==> config.mk <==
export PLATFORM = sky130hd
export DESIGN_NAME = muldiv_sequencer_flat
export DESIGN_NICKNAME = d
export VERILOG_FILES = /design/src/rtl/muldiv_sequencer_if.sv /design/src/rtl/muldiv_sequencer.sv /design/src/flat_wrapper.sv
export SDC_FILE = /design/constraint.sdc
export NUM_CORES = 1
export LEC_CHECK = 0
export ABC_AREA = 1
export CORE_MARGIN = 10
export CORE_UTILIZATION = 43
export DETAILED_ROUTE_END_ITERATION = 8
export PLACE_DENSITY = 0.6
export SLEW_MARGIN = 20
export SYNTH_ARGS = -nofsm -noshare
export SYNTH_HDL_FRONTEND = slang
export SYNTH_SLANG_ARGS = --single-unit
export TNS_END_PERCENT = 20
==> constraint.sdc <==
create_clock -name clk -period 5.2 [get_ports clk]
set_input_delay 1.04 -clock clk [delete_from_list [all_inputs] [get_ports clk]]
set_output_delay 1.04 -clock clk [all_outputs]
set_load 0.02 [all_outputs]
==> src/rtl/muldiv_sequencer_if.sv <==
// Bus between the EX stage and the multiply/divide sequencer.
interface muldiv_sequencer_if #(
  parameter int unsigned WIDTH = 32
);
  logic             Valid;
  logic [2:0]       ALUOp;
  logic [5:0]       ALUFunction;
  logic [WIDTH-1:0] A;
  logic [WIDTH-1:0] B;
  logic             Flush;
  logic             Stall;
  logic             Busy;
  logic [WIDTH-1:0] HI;
  logic [WIDTH-1:0] LO;
  logic [WIDTH-1:0] MfData;

  // EX-stage side: presents the instruction, consumes stall and results
  modport master (
    output Valid, ALUOp, ALUFunction, A, B, Flush,
    input  Stall, Busy, HI, LO, MfData
  );

  // Sequencer side
  modport slave (
    input  Valid, ALUOp, ALUFunction, A, B, Flush,
    output Stall, Busy, HI, LO, MfData
  );
endinterface

==> src/rtl/muldiv_sequencer.sv <==
// Multi-cycle MULT/MULTU/DIV/DIVU sequencer with HI/LO registers for the EX stage.
// One shift-add (multiply) or restoring-subtract (divide) step per cycle on
// operand magnitudes; the sign is applied when the result is written to HI/LO.
module muldiv_sequencer #(
  parameter int unsigned WIDTH = 32
) (
  input logic                clk,
  input logic                reset,
  muldiv_sequencer_if.slave  bus
);

  localparam int unsigned CW = (WIDTH > 1) ? $clog2(WIDTH) : 1;

  localparam logic [1:0] S_IDLE = 2'd0;
  localparam logic [1:0] S_BUSY = 2'd1;
  localparam logic [1:0] S_DONE = 2'd2;

  localparam logic [2:0] OP_RTYPE = 3'b111;
  localparam logic [5:0] F_MFHI  = 6'b010000;
  localparam logic [5:0] F_MTHI  = 6'b010001;
  localparam logic [5:0] F_MFLO  = 6'b010010;
  localparam logic [5:0] F_MTLO  = 6'b010011;
  localparam logic [5:0] F_MULT  = 6'b011000;
  localparam logic [5:0] F_MULTU = 6'b011001;
  localparam logic [5:0] F_DIV   = 6'b011010;
  localparam logic [5:0] F_DIVU  = 6'b011011;

  logic [1:0]       state_q, state_d;
  logic [CW-1:0]    cnt_q, cnt_d;
  logic [WIDTH-1:0] hi_q, hi_d, lo_q, lo_d;
  // acc: running high product / partial remainder
  // qr:  multiplier being consumed / dividend shifting out, quotient shifting in
  // m:   multiplicand / divisor magnitude
  logic [WIDTH-1:0] acc_q, acc_d, qr_q, qr_d, m_q, m_d;
  logic             div_q, div_d;
  logic             negres_q, negres_d;
  logic             negrem_q, negrem_d;

  logic             rtype, op_start, is_div, signed_op, issue;
  logic             sa, sb;
  logic [WIDTH-1:0] abs_a, abs_b;

  logic [WIDTH:0]     add_sum, rem_sh, diff;
  logic [WIDTH-1:0]   acc_nx, qr_nx;
  logic [2*WIDTH-1:0] prod, prod_fix;
  logic [WIDTH-1:0]   quo_fix, rem_fix;

  // Instruction decode and operand sign handling
  always_comb begin
    rtype     = bus.Valid && (bus.ALUOp == OP_RTYPE);
    op_start  = rtype && ((bus.ALUFunction == F_MULT) || (bus.ALUFunction == F_MULTU) ||
                          (bus.ALUFunction == F_DIV)  || (bus.ALUFunction == F_DIVU));
    is_div    = bus.ALUFunction[1];
    signed_op = ~bus.ALUFunction[0];
    issue     = (state_q == S_IDLE) && op_start && !bus.Flush;
    sa        = signed_op & bus.A[WIDTH-1];
    sb        = signed_op & bus.B[WIDTH-1];
    abs_a     = sa ? (~bus.A + 1'b1) : bus.A;
    abs_b     = sb ? (~bus.B + 1'b1) : bus.B;
  end

  // One iteration of the shift-add multiplier or restoring divider
  always_comb begin
    add_sum = {1'b0, acc_q} + (qr_q[0] ? {1'b0, m_q} : '0);
    rem_sh  = {acc_q, qr_q[WIDTH-1]};
    diff    = rem_sh - {1'b0, m_q};
    if (div_q) begin
      if (!diff[WIDTH]) begin
        acc_nx = diff[WIDTH-1:0];
        qr_nx  = {qr_q[WIDTH-2:0], 1'b1};
      end else begin
        acc_nx = rem_sh[WIDTH-1:0];
        qr_nx  = {qr_q[WIDTH-2:0], 1'b0};
      end
    end else begin
      {acc_nx, qr_nx} = {add_sum, qr_q[WIDTH-1:1]};
    end
    prod     = {acc_nx, qr_nx};
    prod_fix = negres_q ? (~prod + 1'b1) : prod;
    quo_fix  = negres_q ? (~qr_nx + 1'b1) : qr_nx;
    rem_fix  = negrem_q ? (~acc_nx + 1'b1) : acc_nx;
  end

  // Next-state, datapath and HI/LO update
  always_comb begin
    state_d  = state_q;
    cnt_d    = cnt_q;
    hi_d     = hi_q;
    lo_d     = lo_q;
    acc_d    = acc_q;
    qr_d     = qr_q;
    m_d      = m_q;
    div_d    = div_q;
    negres_d = negres_q;
    negrem_d = negrem_q;
    case (state_q)
      S_IDLE: begin
        if (issue) begin
          div_d    = is_div;
          negres_d = sa ^ sb;
          negrem_d = sa;
          acc_d    = '0;
          if (is_div && (bus.B == '0)) begin
            hi_d    = bus.A;
            lo_d    = '1;
            state_d = S_DONE;
          end else begin
            qr_d    = is_div ? abs_a : abs_b;
            m_d     = is_div ? abs_b : abs_a;
            cnt_d   = CW'(WIDTH - 1);
            state_d = S_BUSY;
          end
        end else if (rtype && !bus.Flush) begin
          if (bus.ALUFunction == F_MTHI) hi_d = bus.A;
          if (bus.ALUFunction == F_MTLO) lo_d = bus.A;
        end
      end
      S_BUSY: begin
        if (bus.Flush) begin
          state_d = S_IDLE;
        end else begin
          acc_d = acc_nx;
          qr_d  = qr_nx;
          cnt_d = cnt_q - 1'b1;
          if (cnt_q == '0) begin
            state_d = S_DONE;
            if (div_q) begin
              hi_d = rem_fix;
              lo_d = quo_fix;
            end else begin
              {hi_d, lo_d} = prod_fix;
            end
          end
        end
      end
      default: state_d = S_IDLE;
    endcase
  end

  // State and register update with asynchronous active-low reset
  always_ff @(posedge clk or negedge reset) begin
    if (!reset) begin
      state_q  <= S_IDLE;
      cnt_q    <= '0;
      hi_q     <= '0;
      lo_q     <= '0;
      acc_q    <= '0;
      qr_q     <= '0;
      m_q      <= '0;
      div_q    <= 1'b0;
      negres_q <= 1'b0;
      negrem_q <= 1'b0;
    end else begin
      state_q  <= state_d;
      cnt_q    <= cnt_d;
      hi_q     <= hi_d;
      lo_q     <= lo_d;
      acc_q    <= acc_d;
      qr_q     <= qr_d;
      m_q      <= m_d;
      div_q    <= div_d;
      negres_q <= negres_d;
      negrem_q <= negrem_d;
    end
  end

  // Outputs: stall covers the issue cycle and every uncancelled BUSY cycle
  always_comb begin
    bus.Stall  = reset && (issue || ((state_q == S_BUSY) && !bus.Flush));
    bus.Busy   = (state_q == S_BUSY);
    bus.HI     = hi_q;
    bus.LO     = lo_q;
    bus.MfData = '0;
    if (rtype && (bus.ALUFunction == F_MFHI)) bus.MfData = hi_q;
    if (rtype && (bus.ALUFunction == F_MFLO)) bus.MfData = lo_q;
  end

endmodule

==> src/flat_wrapper.sv <==
// flat-port wrapper written by rule: the top's interface ports become plain ports
module muldiv_sequencer_flat 
#(
  parameter int unsigned WIDTH = 32
)
  (clk, reset, bus_Valid, bus_ALUOp, bus_ALUFunction, bus_A, bus_B, bus_Flush, bus_Stall, bus_Busy, bus_HI, bus_LO, bus_MfData);
  muldiv_sequencer_if #(.WIDTH(WIDTH)) bus_i ();
  input logic clk;
  input logic reset;
  input wire logic [$bits(bus_i.Valid)-1:0] bus_Valid;
  input wire logic [$bits(bus_i.ALUOp)-1:0] bus_ALUOp;
  input wire logic [$bits(bus_i.ALUFunction)-1:0] bus_ALUFunction;
  input wire logic [$bits(bus_i.A)-1:0] bus_A;
  input wire logic [$bits(bus_i.B)-1:0] bus_B;
  input wire logic [$bits(bus_i.Flush)-1:0] bus_Flush;
  output wire logic [$bits(bus_i.Stall)-1:0] bus_Stall;
  output wire logic [$bits(bus_i.Busy)-1:0] bus_Busy;
  output wire logic [$bits(bus_i.HI)-1:0] bus_HI;
  output wire logic [$bits(bus_i.LO)-1:0] bus_LO;
  output wire logic [$bits(bus_i.MfData)-1:0] bus_MfData;
  assign bus_i.Valid = bus_Valid;
  assign bus_i.ALUOp = bus_ALUOp;
  assign bus_i.ALUFunction = bus_ALUFunction;
  assign bus_i.A = bus_A;
  assign bus_i.B = bus_B;
  assign bus_i.Flush = bus_Flush;
  assign bus_Stall = bus_i.Stall;
  assign bus_Busy = bus_i.Busy;
  assign bus_HI = bus_i.HI;
  assign bus_LO = bus_i.LO;
  assign bus_MfData = bus_i.MfData;
  muldiv_sequencer #(.WIDTH(WIDTH)) u_core (.clk(clk), .reset(reset), .bus(bus_i));
endmodule
; After elaboration in Yosys (flattened, before gate mapping)
; Index checks and enable logic that the tools add are counted.
[word_totals]
input_bits = 77
out_inout_bits = 98
ff_bits = 170
elab_cells = 119
[op_classes]
n_eq_ne = 19
reduce_logical = 26
addsub = 8
n_mux = 46
bitwise_logic = 10
[ops]
columns = cell, n
row1 = 32-bit two-way mux, 31
row2 = 32-bit one-hot mux with 2 select lines, 4
row3 = "32-bit by 1-bit adder with 32-bit output, second input constant", 4
row4 = 32-bit NOT, 4
row5 = "64-bit by 1-bit adder with 64-bit output, second input constant", 1
row6 = 64-bit two-way mux, 1
row7 = 64-bit NOT, 1
row8 = "6-bit by 5-bit == test with 1-bit output, second input constant", 8
row9 = 32-bit by 33-bit adder with 33-bit output, 1
row10 = 33-bit by 32-bit subtractor with 33-bit output, 1
row11 = 32-bit zero test, 1
row12 = 5-bit two-way mux, 3
row13 = "3-bit by 2-bit inequality test with 1-bit output, second input constant", 4
row14 = 6-bit AND reduction, 2
row15 = 1-bit logical AND, 10
row16 = 5-bit one-hot mux with 2 select lines, 1
row17 = 2-bit two-way mux, 4
row18 = 3-bit AND reduction, 2
row19 = 5-bit zero test, 1
row20 = "5-bit by 1-bit subtractor with 5-bit output, second input constant", 1
row21 = 1-bit logical OR, 4
row22 = "2-bit by 1-bit inequality test with 1-bit output, second input constant", 2
row23 = "2-bit inequality test, second input constant", 2
row24 = 2-bit one-hot mux with 2 select lines, 1
row25 = other kinds (12), 15

; Depth between registers and ports, before layout
[logic_depth]
word_depth = 10
ltp_mapped = 37
depth_no_buf = 37

; Least setup slack after synthesis
; No wires, ideal clock.
[synth_path]
kind = register to register
from = register u_core.m_q[0]
to = register u_core.hi_q[28] (netlist: u_core.bus.HI[28])
setup_ns = 0.116
n_path_buf = 0
setup_slack_ns = 1.285
stages_incl_launch_ff = 34
arrival_ns = 3.799
synth_period_minus_slack_ns = 3.915
required_ns = 5.084
path_cell_list = dfrtp_1 ha_1 fa_1 inv_1 nand2_1 nand2_1 nand3_1 nand2_2 nand2_2 nand2_2 nand2_4 nand2_4 nand2_4 nand3_2 nand2_1 inv_2 ha_1 inv_1 nor3_2 nand4_1 inv_1 nand4_2 nor2_1 nand2_1 nor2_1 nand2_1 nand2_1 nand2_1 a21oi_1 nand2_1 nand3_1 nand3_1 nand2_1 nand2_1
[synth_between]
elab_chain_len = 10
word_cells_on_any_way = 17
classes_between = add/sub (4) / mux (11) / bitwise (2)
[synth_rtl]
columns = item, line
row1 = start: declaration, muldiv_sequencer.sv:34  ; logic [WIDTH-1:0] acc_q, acc_d, qr_q, qr_d, m_q, m_d;
row2 = start signal: assignment, muldiv_sequencer.sv:160  ; m_q <= m_d;
row3 = 33-bit by 32-bit subtractor with 33-bit output or 32-bit two-way mux (tied branches), "muldiv_sequencer.sv:66, muldiv_sequencer.sv:64"
row4 = 1-bit two-way mux (tied with other cells), muldiv_sequencer.sv:68  ; if (!diff[WIDTH]) begin
row5 = 32-bit two-way mux, muldiv_sequencer.sv:67  ; if (div_q) begin
row6 = 64-bit NOT or 32-bit NOT (tied branches), "muldiv_sequencer.sv:79, muldiv_sequencer.sv:81"
row7 = 64-bit by 1-bit adder with 64-bit output or 32-bit by 1-bit adder with 32-bit output (tied branches), "muldiv_sequencer.sv:79, muldiv_sequencer.sv:81"
row8 = 64-bit two-way mux or 32-bit two-way mux (tied branches), "muldiv_sequencer.sv:79, muldiv_sequencer.sv:81"
row9 = 32-bit two-way mux (*), muldiv_sequencer.sv:127  ; if (div_q) begin
row10 = 32-bit two-way mux (*), muldiv_sequencer.sv:125  ; if (cnt_q == '0) begin
row11 = 32-bit two-way mux (*), muldiv_sequencer.sv:119  ; if (bus.Flush) begin
row12 = 32-bit one-hot mux with 2 select lines (*), muldiv_sequencer.sv:96  ; case (state_q)
row13 = end signal: assignment, muldiv_sequencer.sv:156  ; hi_q <= hi_d;
row14 = end: declaration, muldiv_sequencer.sv:30  ; logic [WIDTH-1:0] hi_q, hi_d, lo_q, lo_d;
; Every way passes the cells marked *; elsewhere a longest branch is shown, timed or not. The select of a mux whose other input is x is not followed.
; A chain may end at the register's enable or synchronous reset.

; Worst setup path after layout
[layout_path]
from = input bus_Valid
to = output bus_MfData[7]
[layout_between]
elab_chain_len = 4
word_cells_on_any_way = 5
classes_between = mux (2) / reduce/logical (3)
[layout_rtl]
columns = item, line
row1 = start: declaration, flat_wrapper.sv:10  ; input wire logic [$bits(bus_i.Valid)-1:0] bus_Valid;
row2 = 1-bit logical AND (*), muldiv_sequencer.sv:50  ; rtype = bus.Valid && (bus.ALUOp == OP_RTYPE);
row3 = 1-bit logical AND, muldiv_sequencer.sv:174  ; if (rtype && (bus.ALUFunction == F_MFHI)) bus.MfData = hi_q;
row4 = 32-bit two-way mux, muldiv_sequencer.sv:174
row5 = 32-bit two-way mux (*), muldiv_sequencer.sv:175  ; if (rtype && (bus.ALUFunction == F_MFLO)) bus.MfData = lo_q;
row6 = end: declaration, flat_wrapper.sv:20  ; output wire logic [$bits(bus_i.MfData)-1:0] bus_MfData;
; Every way passes the cells marked *; elsewhere a longest branch is shown, timed or not.

==> results.toml <==
[sta]
layout_min_cycle_time_ns = 5.01
tns_ns = 0
worst_pin_slew_ns = 1.06
max_freq_mhz = 200
setup_viol = 0
period_share_pct = 96.4
fin_skew_ns = 0.0183
rsz0062_at_grt = "false"
finalHoldViolCount = 0
max-slew-margin-rel_pct = 28.8
slew_viol_final = 0
hold_slack_ns = 0.432

[cts]
clock-root-buffer = "clkbuf_16"
clk_path_buf_depth = 2
cts_htree_levels = 4
cts_tree = "done"
path_clk_slew_ns = 0.09
clock_insertion_delay_worst_skew_ns = 0.52
cts_hold_buf = 0
cts.sinks = 170
cts_inserted_buffers = 17

[power]
swShare_pct = 53.4
p_sw_w = 0.00369
cellLeakagePower_nw = 10.9
p_int_w = 0.00322
p_per_area_nw_per_um2 = 321
p_comb_share_pct = 56.4
pwr-share-clk_pct = 20.0
p_seq_share_pct = 23.6
p_total_w = 0.00691
ir_drop_mv = 0.259

[grt]
gr-usage-met3_pct = 7.32
antenna_found_initial = 4
grtUsageTotal_pct = 36.3
grt_use_met1_pct = 42.1
grt_pass1_wl_um = 138000
busiest_layer = "met2"
grt_pass1_vias = 21700
grt-ovfl-total = 0
use_met2_pct = 58.1
grt_max_degree = 91

[route]
finalWirelength_um = 94300
avgRoutedWirePerCell_um = 24.4
initialDrtViolationCount = 3047
drc = 0
viasPerCell = 5.91
vias = 22800
first_pass_iters = 6
antenna_left = 0

[synthesis]
ys_ff_latch = 170
yosysWarnings = 0
synth_async_sr_flop_share_pct = 100
synth-seq-area-share_pct = 23.1
syn_nets = 3315
ys_types = 57
netlist_instances = 3166
synth_area_um2 = 18500
synth_area_per_cell_um2 = 5.83
synth-edff-count = 0
synthFlopType = "dfrtp_1"

[floorplan]
fp.dieW_um = 227
core-area_um2 = 42200
start_util_pct = 43.7
die_h_um = 227
die_area_um2 = 51600
ios = 175
rows = 75

[layout]
insertedDiodeCount = 0
final_util_pct = 50.9
area_delta_synth_final_pct = 16.5
drive_above_1_share_pct = 5.48
nets = 3456

[min_path]
hold_class = "primary input to async pin"

[placed_design]
gp_congestion = 1.03
place_hpwl_um = 76400
io_buffer_count = 174

[run]
max_cap_viol_count = 0

[worst_setup_path]
worstSetupStartpointType = "primary input"
cpPeakStageDelay_ns = 0.68
end_kind = "primary output"
crit_required_ns = 4.16
crit_chain = "clkdlybuf4s50_1 > nand4_1 > nor4_2 > nand2_1 > o21ai_0 > clkdlybuf4s50_1"
worst-path-max-fanout = 22
cp_common_cell = "clkdlybuf4s50_1"
crit_type = "primary input to primary output"
worstPathArrival_ns = 3.97
cp_slowest_cell = "clkdlybuf4s50_1"

[run_status]
status = "completed"
power by group through the flow:
stage | logic, W | clock network (W) | registers [W]
after floorplan | 0.00235 | 0 | 0.00158
after global placement | 0.00373 | 0 | 0.00164
after detailed placement | 0.00375 | 0 | 0.00165
after CTS | 0.00377 | 0.00138 | 0.00162
after global routing | 0.00422 | 0.00143 | 0.00164
final | 0.00389 | 0.00138 | 0.00163
synthesized netlist by cell type, types with 9 or more instances:
| cell | count | area share [%] |
|---|---|---|
| nand2_1 | 967 | 20 |
| dfrtp_1 | 170 | 23 |
| inv_2 | 12 | 0.24 |
| ha_1 | 70 | 4.7 |
| nor2_2 | 20 | 0.68 |
| o211ai_1 | 26 | 1.1 |
| a21oi_1 | 143 | 3.9 |
| clkbuf_1 | 89 | 1.8 |
| xnor2_1 | 17 | 0.81 |
| nand3_1 | 249 | 6.8 |
| a211oi_1 | 9 | 0.37 |
| o22ai_1 | 40 | 1.4 |
| a31oi_1 | 10 | 0.34 |
| buf_2 | 15 | 0.41 |
| nand2_2 | 14 | 0.47 |
| nor4_1 | 10 | 0.34 |
| inv_1 | 431 | 8.8 |
| nor2_1 | 317 | 6.4 |
| nor3_1 | 43 | 1.2 |
| o21ai_0 | 291 | 7.9 |
| nand4_1 | 35 | 1.2 |
| o21ai_1 | 15 | 0.41 |
| xor2_1 | 58 | 2.8 |
| nand3b_1 | 14 | 0.57 |
stage by stage:
step / instance area, µm² / instances / setup WS, ns
finish: 21500 / 3859 / 0.188
global placement: 20900 / 3826 / 0.307
global route: 21500 / 3859 / 0.0326
detailed placement: 20900 / 3826 / 0.271
floorplan: 18500 / 3166 / 1.29
CTS: 21500 / 3858 / 0.255
path summary, 6_finish.rpt:
kind                                  from  slack [ns]                end  cells after the start
max                              bus_Valid        0.19      bus_MfData[7]                      6
min                                  reset        0.43  u_core.bus.LO[23]                      1
max reg2reg                u_core.qr_q[31]        0.28   u_core.bus.HI[0]                     31
min reg2reg                u_core.cnt_q[4]        0.51    u_core.cnt_q[4]                      2
max in group asynchronous            reset        2.37       u_core.div_q                      3
min in group clk           u_core.cnt_q[4]        0.51    u_core.cnt_q[4]                      2
what timing repair did:
action                                 in CTS  in global routing
resized for setup                           0                  7
setup endpoints to repair                   0                 16
endpoints found under the hold margin       0                  0
setup buffers                               0                  1
metal layers:
metal / vias to the layer above / wire (µm)
li1: 10500 / -
met1: 10600 / 35100
met2: 1340 / 42900
met3: 313 / 8340
met4: 4 / 7930
met5: - / 27
worst max-delay path: cells and delay by family:
| family | cells | cell delay, ns |
|---|---|---|
| AO/OA/AOI/OAI | 1 | 0.48 |
| buffers and inverters | 2 | 1.14 |
| AND/OR/NAND/NOR | 3 | 1.30 |
layout by cell type, fill, tap and decap left out, types with 12 or more instances in the layout:
cell | Yosys | routed
nand2_1 | 967 | 966
inv_1 | 431 | 431
nor2_1 | 317 | 315
o21ai_0 | 291 | 291
nand3_1 | 249 | 249
clkdlybuf4s50_1 | 0 | 172
dfrtp_1 | 170 | 169
a21oi_1 | 143 | 142
ha_1 | 70 | 69
buf_4 | 5 | 63
xor2_1 | 58 | 58
nor3_1 | 43 | 42
o22ai_1 | 40 | 40
nand4_1 | 35 | 35
o211ai_1 | 26 | 26
nor2_2 | 20 | 21
xnor2_1 | 17 | 17
clkbuf_16 | 0 | 17
nand2_2 | 14 | 15
o21ai_1 | 15 | 15
nand3b_1 | 14 | 14
inv_2 | 12 | 12
state kept, by name, indices dropped and copies added, names as in the netlist:
signal           cells
u_core.div_q         1
u_core.state_q       2
u_core.acc_q        32
u_core.bus.LO       32
u_core.negrem_q      1
u_core.negres_q      1
u_core.bus.HI       32
u_core.m_q          32
u_core.cnt_q         5
u_core.qr_q         32
logic make-up after synthesis:
logic type	after synthesis	share of synthesized area [%]
AO/OA/AOI/OAI	582	17.5
XOR/XNOR	75	3.56
adder cells (fa/ha/maj)	72	4.96
buffers and inverters	560	11.8
flip-flops	170	23.1
multiplexers	3	0.163
AND/OR/NAND/NOR	1704	39.0
area by class of cell:
class / count / area [µm²]
Timing Repair Buffer: 238 / 2230
Tap cell: 539 / 674
Multi-Input combinational cell: 2436 / 12100
Clock buffer: 17 / 425
Fill cell: 4489 / 20700
Inverter: 444 / 1670
Sequential cell: 170 / 4260
Clock inverter: 15 / 171
Note: power is estimated with default switching activity, not from simulation.
